$ cat src/rtl/uart_rx.sv
// UART receiver: 16x oversampled, optional even/odd parity, mid-bit sampling.
// Delivers each word with parity and framing flags; a line break yields a single word.
module uart_rx #(
    parameter int DATA_BITS   = 8,
    parameter int SYNC_STAGES = 2
) (
    input  logic                 i_clk,
    input  logic                 i_rst,
    input  logic                 i_baud_x16,
    input  logic                 i_rx,
    input  logic                 i_parity_en,
    input  logic                 i_parity_odd,
    output logic [DATA_BITS-1:0] o_data,
    output logic                 o_valid,
    output logic                 o_parity_err,
    output logic                 o_frame_err,
    output logic                 o_busy
);

    localparam int BW = $clog2(DATA_BITS);
    localparam logic [BW-1:0] LAST_BIT = BW'(DATA_BITS - 1);

    typedef enum logic [2:0] {
        IDLE,
        START,
        DATA,
        PARITY,
        STOP
    } state_t;

    logic [SYNC_STAGES-1:0] sync_reg;
    logic                   rxs;

    state_t                 state_reg, state_next;
    logic [3:0]             os_cnt_reg, os_cnt_next;
    logic [BW-1:0]          bit_cnt_reg, bit_cnt_next;
    logic [DATA_BITS-1:0]   shift_reg, shift_next;
    logic                   par_en_reg, par_en_next;
    logic                   par_odd_reg, par_odd_next;
    logic                   perr_reg, perr_next;
    // Cleared when a frame ends on a low stop bit, so a held break yields only one word.
    logic                   armed_reg, armed_next;
    logic [DATA_BITS-1:0]   data_reg, data_next;
    logic                   valid_reg, valid_next;
    logic                   perr_out_reg, perr_out_next;
    logic                   ferr_reg, ferr_next;

    always_ff @(posedge i_clk or posedge i_rst) begin
        if (i_rst) begin
            sync_reg <= '1;
        end else begin
            sync_reg[0] <= i_rx;
            for (int i = 1; i < SYNC_STAGES; i++) begin
                sync_reg[i] <= sync_reg[i-1];
            end
        end
    end

    assign rxs = sync_reg[SYNC_STAGES-1];

    always_ff @(posedge i_clk or posedge i_rst) begin
        if (i_rst) begin
            state_reg    <= IDLE;
            os_cnt_reg   <= '0;
            bit_cnt_reg  <= '0;
            shift_reg    <= '0;
            par_en_reg   <= 1'b0;
            par_odd_reg  <= 1'b0;
            perr_reg     <= 1'b0;
            armed_reg    <= 1'b1;
            data_reg     <= '0;
            valid_reg    <= 1'b0;
            perr_out_reg <= 1'b0;
            ferr_reg     <= 1'b0;
        end else begin
            state_reg    <= state_next;
            os_cnt_reg   <= os_cnt_next;
            bit_cnt_reg  <= bit_cnt_next;
            shift_reg    <= shift_next;
            par_en_reg   <= par_en_next;
            par_odd_reg  <= par_odd_next;
            perr_reg     <= perr_next;
            armed_reg    <= armed_next;
            data_reg     <= data_next;
            valid_reg    <= valid_next;
            perr_out_reg <= perr_out_next;
            ferr_reg     <= ferr_next;
        end
    end

    always_comb begin
        state_next    = state_reg;
        os_cnt_next   = os_cnt_reg;
        bit_cnt_next  = bit_cnt_reg;
        shift_next    = shift_reg;
        par_en_next   = par_en_reg;
        par_odd_next  = par_odd_reg;
        perr_next     = perr_reg;
        armed_next    = armed_reg;
        data_next     = data_reg;
        valid_next    = 1'b0;
        perr_out_next = perr_out_reg;
        ferr_next     = ferr_reg;

        case (state_reg)
            IDLE: begin
                if (rxs) begin
                    armed_next = 1'b1;
                end
                if (i_baud_x16 && !rxs && armed_reg) begin
                    state_next  = START;
                    os_cnt_next = '0;
                end
            end
            START: begin
                if (i_baud_x16) begin
                    if (os_cnt_reg == 4'd7) begin
                        if (rxs) begin
                            state_next = IDLE;
                        end else begin
                            state_next   = DATA;
                            os_cnt_next  = '0;
                            bit_cnt_next = '0;
                            par_en_next  = i_parity_en;
                            par_odd_next = i_parity_odd;
                            perr_next    = 1'b0;
                        end
                    end else begin
                        os_cnt_next = os_cnt_reg + 4'd1;
                    end
                end
            end
            DATA: begin
                if (i_baud_x16) begin
                    os_cnt_next = os_cnt_reg + 4'd1;
                    if (os_cnt_reg == 4'd15) begin
                        shift_next = {rxs, shift_reg[DATA_BITS-1:1]};
                        if (bit_cnt_reg == LAST_BIT) begin
                            state_next = par_en_reg ? PARITY : STOP;
                        end else begin
                            bit_cnt_next = bit_cnt_reg + 1'b1;
                        end
                    end
                end
            end
            PARITY: begin
                if (i_baud_x16) begin
                    os_cnt_next = os_cnt_reg + 4'd1;
                    if (os_cnt_reg == 4'd15) begin
                        perr_next  = ((^shift_reg) ^ rxs) != par_odd_reg;
                        state_next = STOP;
                    end
                end
            end
            STOP: begin
                if (i_baud_x16) begin
                    os_cnt_next = os_cnt_reg + 4'd1;
                    if (os_cnt_reg == 4'd15) begin
                        state_next    = IDLE;
                        valid_next    = 1'b1;
                        data_next     = shift_reg;
                        perr_out_next = perr_reg;
                        ferr_next     = !rxs;
                        if (!rxs) begin
                            armed_next = 1'b0;
                        end
                    end
                end
            end
            default: begin
                state_next = IDLE;
            end
        endcase
    end

    assign o_data       = data_reg;
    assign o_valid      = valid_reg;
    assign o_parity_err = perr_out_reg;
    assign o_frame_err  = ferr_reg;
    assign o_busy       = (state_reg != IDLE);

endmodule

$ cat config.mk
export PLATFORM = sky130hd
export DESIGN_NAME = uart_rx
export DESIGN_NICKNAME = d
export VERILOG_FILES = /design/src/rtl/uart_rx.sv
export SDC_FILE = /design/constraint.sdc
export NUM_CORES = 1
export LEC_CHECK = 0
export BUFFER_PORTS_ARGS = -buffer_cell sky130_fd_sc_hd__buf_2
export CAP_MARGIN = 20
export CORE_ASPECT_RATIO = 2
export CORE_UTILIZATION = 52
export CTS_CLUSTER_DIAMETER = 80
export CTS_CLUSTER_SIZE = 24
export DETAILED_ROUTE_END_ITERATION = 12
export PLACE_DENSITY = 0.72
export SLEW_MARGIN = 0
export SYNTH_ARGS = -nofsm -noshare
export SYNTH_HDL_FRONTEND = slang
export SYNTH_SLANG_ARGS = --single-unit
$ cat constraint.sdc
create_clock -name i_clk -period 2 [get_ports i_clk]
set_input_delay 0.2 -clock i_clk [delete_from_list [all_inputs] [get_ports i_clk]]
set_output_delay 0.2 -clock i_clk [all_outputs]
set_load 0.01 [all_outputs]
* Word level (Yosys, flattened, before mapping)
Cells that the tools add are included.
Operators by class: bitwise logic cells 2, divide/modulo/power cells 0, order comparisons 0, $mul 0, equality and inequality tests 24, multiplexer cells 39, reduce and logical (&&, ||, !) cells 19, add/subtract/negate cells 2, shift operators 0
Operators with widths (number):
- $mux W3 | 17
- $ne A2 B2 Y1 const B | 14
- $mux W4 | 5
- $pmux W3 S5 | 1
- $pmux W4 S3 | 1
- $mux W1 | 11
- $reduce_and A10 Y1 | 1
- $reduce_and A5 Y1 | 2
- $reduce_xor A8 Y1 | 1
- $reduce_and A7 Y1 | 1
- $eq A3 B2 Y1 const B | 2
- $eq A3 B3 Y1 const B | 2
- $pmux W3 S2 | 1
- $reduce_and A3 Y1 | 2
- $reduce_and A6 Y1 | 1
- $reduce_bool A2 Y1 | 3
- $reduce_bool A3 Y1 | 2
- $add A4 B1 Y4 const B | 1
- $eq A4 B3 Y1 const B | 1
- $eq A4 B4 Y1 const B | 1
- $pmux W1 S2 | 2
- $reduce_and A4 Y1 | 1
- $add A3 B1 Y3 const B | 1
- $eq A3 B1 Y1 const B | 1
- 10 further kinds | 11
Word-level totals: memories 0, RAM bits 0, flip-flop bits (word level) 35, ROM bits 0, latch bits 0, output and inout port bits 12, bits of input ports 6, word-level logic and storage cells 99

* Longest topological paths before layout
word-level depth 6, depth in mapped cells 8, depth with buffers taken out 7

* Worst setup path after synthesis
Ideal clock, no wire load.
kind flip-flop to flip-flop, start reg bit_cnt_reg[0], end reg state_reg[0], data arrival time 1.670 ns, data required time 1.872 ns, path slack 0.203 ns, cell stages (with the launch flop) 8, period minus slack after synthesis 1.797 ns, path through dfrtp_1 ha_1 ha_1 a21o_1 a31oi_1 a21oi_2 nor3_2 mux2_1
On the way: word-level cells in the longest chain between the ends 3
RTL lines:
- start: declaration | line 36 | logic [BW-1:0] bit_cnt_reg, bit_cnt_next;
- start signal: assignment | line 78 | bit_cnt_reg <= bit_cnt_next;
- $eq A3 B3 Y1 | line 138 | if (bit_cnt_reg == LAST_BIT) begin
- $ne A2 B2 Y1 (no line)
- $reduce_and A10 Y1 (no line)
- end signal: assignment | line 76 | state_reg <= state_next;
- end: declaration | line 34 | state_t state_reg, state_next;
Every way passes these cells. A chain may end at the register's enable or synchronous reset.

* Final worst setup path
start reg bit_cnt_reg[0], end reg state_reg[1]
Same word-level chain as after synthesis.

==> flow_metrics.env <==
export IMPL_pwr_share_seq_pct=47.4
export IMPL_stdcell_count=226
export IMPL_period_needed_ns=1.91
export IMPL_initial_utilization_pct=54.5
export IMPL_stdcell_area_sq_um=1960
export IMPL_critPathKind="flop to flop"
export IMPL_layout_drive_gt1_share_pct=26.2
export IMPL_fmax_ghz=0.522
export IMPL_reg2reg_from="bit_cnt_reg[0]"
export IMPL_port_buffers=17
export IMPL_cts_buffer_depth=2
export IMPL_skew_ns=0.00760
export IMPL_ys_seq_elements=35
export IMPL_clk_pin_slew_worst_paths_ns=0.07
export IMPL_setup_viol=0
export IMPL_clock_latency_ns=0.28
export IMPL_clkPwrFrac_pct=24.0
export IMPL_critPathLaunchType="flop"
export IMPL_drt_iter0_markers=37
export IMPL_ys_warn_count=0
export IMPL_cts_buffers=5
export IMPL_netSwitchingFraction_pct=35.4
export IMPL_hold_path_class="input pin to async pin"
export IMPL_grt_max_degree=36
export IMPL_cts_num_sinks=35
export IMPL_synth_nets=182
export IMPL_avgSynthCellArea_sq_um=10.1
export IMPL_tns_ns=0
export IMPL_core_area_sq_um=3190
export IMPL_final_cell_mix="nand2_1 (38), dfrtp_1 (32), buf_2 (17)"
export IMPL_tritoncts="done"
export IMPL_r2r_end="state_reg[1]"
export IMPL_fin_ws_ns=0.0858
export IMPL_drt_pre_antenna_iters=4
export IMPL_final_common_cell="nand2_1"
export IMPL_cp_end_kind="flop"
export IMPL_routed_wl_um=3590
export IMPL_synth_top_area_cell="dfrtp_1"
export IMPL_violations="negative hold slack"
export IMPL_die_y_um=83.8
export IMPL_combPwrFrac_pct=28.6
export IMPL_p_switching_mw=0.715
export IMPL_cts_root_buf="clkbuf_8"
export IMPL_grt_pass1_wl_um=6430
export IMPL_peakVddDrop_uv=836
export IMPL_n_fill_cell=287
export IMPL_worst_pin_slew_ns=0.483
export IMPL_fp_row_count=29
export IMPL_place_congestion=0.866
export IMPL_power_density_nw_per_um2=1030
export IMPL_power_mw=2.02
export IMPL_drc=0
export IMPL_p_leak_nw=1.01
export IMPL_wl_per_cell_um=15.9
export IMPL_dp_hpwl_um=2590
export IMPL_postSynthCellCount=173
export IMPL_power_internal_mw=1.30
export IMPL_ff2ff_path_depth=7
export IMPL_dpl_cell_count=217
export IMPL_grt_setup_unrepaired="yes"
export IMPL_ant_nets=0
export IMPL_cts_setup_buffers=0
export IMPL_grt_pass1_vias=1356
export IMPL_dr_total_vias=1294
export IMPL_cp_max_fo=3
export IMPL_whs_ns=-0.00142
export IMPL_final_hold_violation_count=3
export IMPL_synth_edf_count=0
export IMPL_rrSetupSlack_ns=0.09
export IMPL_synthFlopType="dfrtp_1"
export IMPL_cts_max_level=2
export IMPL_slew_limit_headroom_pct=67.8
export IMPL_maxCapViolCount=0
export IMPL_post_route_period_util_pct=95.7
export IMPL_yosys_top_cells_area="dfrtp_1 (46%), nand2_1 (8.2%), mux2_2 (6.5%)"
export IMPL_async_flop_share_pct=100
export IMPL_syn_to_final_growth_pct=12.7
export IMPL_drv_slew=0
export IMPL_via_per_inst=5.73
export IMPL_cp_arrival_ns=2.09
export IMPL_ios=18
export IMPL_grt_ovfl_total=0
export IMPL_dpl_worst_slack_ns=0.0870
export IMPL_yosysSeqAreaShare_pct=50.5
export IMPL_antenna_found_initial=0
export IMPL_final_core_util_pct=61.4
export IMPL_synth_area_sq_um=1740
export IMPL_nNetsFinal=203
export IMPL_crit_required_ns=2.17
export IMPL_die_area_sq_um=3600
export IMPL_synth_top_area_share_pct=46.0
export IMPL_status="finished, violations left"
export IMPL_dpl_cell_area_sq_um=1850
export IMPL_num_antenna_cells=0
export IMPL_grt_total_usage_pct=24.2
export IMPL_ys_types=43
export IMPL_die_w_um=42.9
-- Yosys cell counts (all sizes together), types with 2 or more instances --
cell and count:
a21boi 2, a21o 2, a21oi 5, buf 7
dfrtp 32, dfstp 3, ha 3, inv 5
mux2 12, mux2i 2, nand2 38, nand2b 3
nand3 7, nand4 2, nor2 10, nor3 3
o21ai 10, o31ai 2, or2b 2, or3 3
xnor2 5, xor2 2
-- kinds of logic after synthesis --
group	count (synthesis)	synth area share (%)
AO/OA/AOI/OAI	26	9.27
multiplexers	14	8.91
adder cells (fa/ha/maj)	3	2.16
AND/OR/NAND/NOR	73	20.4
XOR/XNOR	8	4.82
buffers and inverters	14	3.88
flip-flops	35	50.5
-- critical path, cell delays in order, from the launching register on --
cell and delay, ns:
dfrtp_1 0.41, ha_1 0.21, ha_1 0.19, a21o_1 0.19, a31oi_2 0.17, a21oi_2 0.06, nor3_4 0.24, mux2_1 0.34
-- worst max path at each step --
stage                         startpoint           end  slack [ns]
after global routing      bit_cnt_reg[0]  state_reg[0]       -0.01
after global placement    bit_cnt_reg[0]  state_reg[0]        0.16
after CTS                 bit_cnt_reg[0]  state_reg[1]        0.07
after floorplan           bit_cnt_reg[0]  state_reg[0]        0.20
final                     bit_cnt_reg[0]  state_reg[1]        0.09
after detailed placement  bit_cnt_reg[0]  state_reg[1]        0.09
-- repair_timing --
item                                    4_1_cts  5_1_grt
hold endpoints to repair                      0        1
hold buffers                                  0        1
resized for setup                             0        4
endpoints found under the setup margin        0        6
-- area by class of cell --
type,count,area (sq um),share of cell area (%)
Multi-Input combinational cell,124,813,41.5
Inverter,6,22.5,1.15
Timing Repair Buffer,22,125,6.38
Tap cell,31,38.8,1.98
Sequential cell,35,880,44.9
Clock inverter,1,5.00,0.255
Clock buffer,7,76.3,3.89
-- power groups by stage --
| stage | logic (mW) | clock network, mW | registers (mW) |
|---|---|---|---|
| 5_1_grt | 0.665 | 0.534 | 0.973 |
| 3_5_place_dp | 0.559 | 0 | 0.969 |
| 2_1_floorplan | 0.516 | 0 | 0.867 |
| 4_1_cts | 0.562 | 0.506 | 0.954 |
| 3_3_place_gp | 0.533 | 0 | 0.959 |
| 6_report | 0.576 | 0.484 | 0.957 |
-- per-layer routing --
metal,GRT usage (%),vias up,part of all wire (%)
met5,0,-,0
met4,14.5,0,3.2
met3,4.11,8,2.0
met2,40.5,23,55
met1,27.5,641,40
li1,-,622,-
Note: power is estimated with default switching activity, not from simulation.
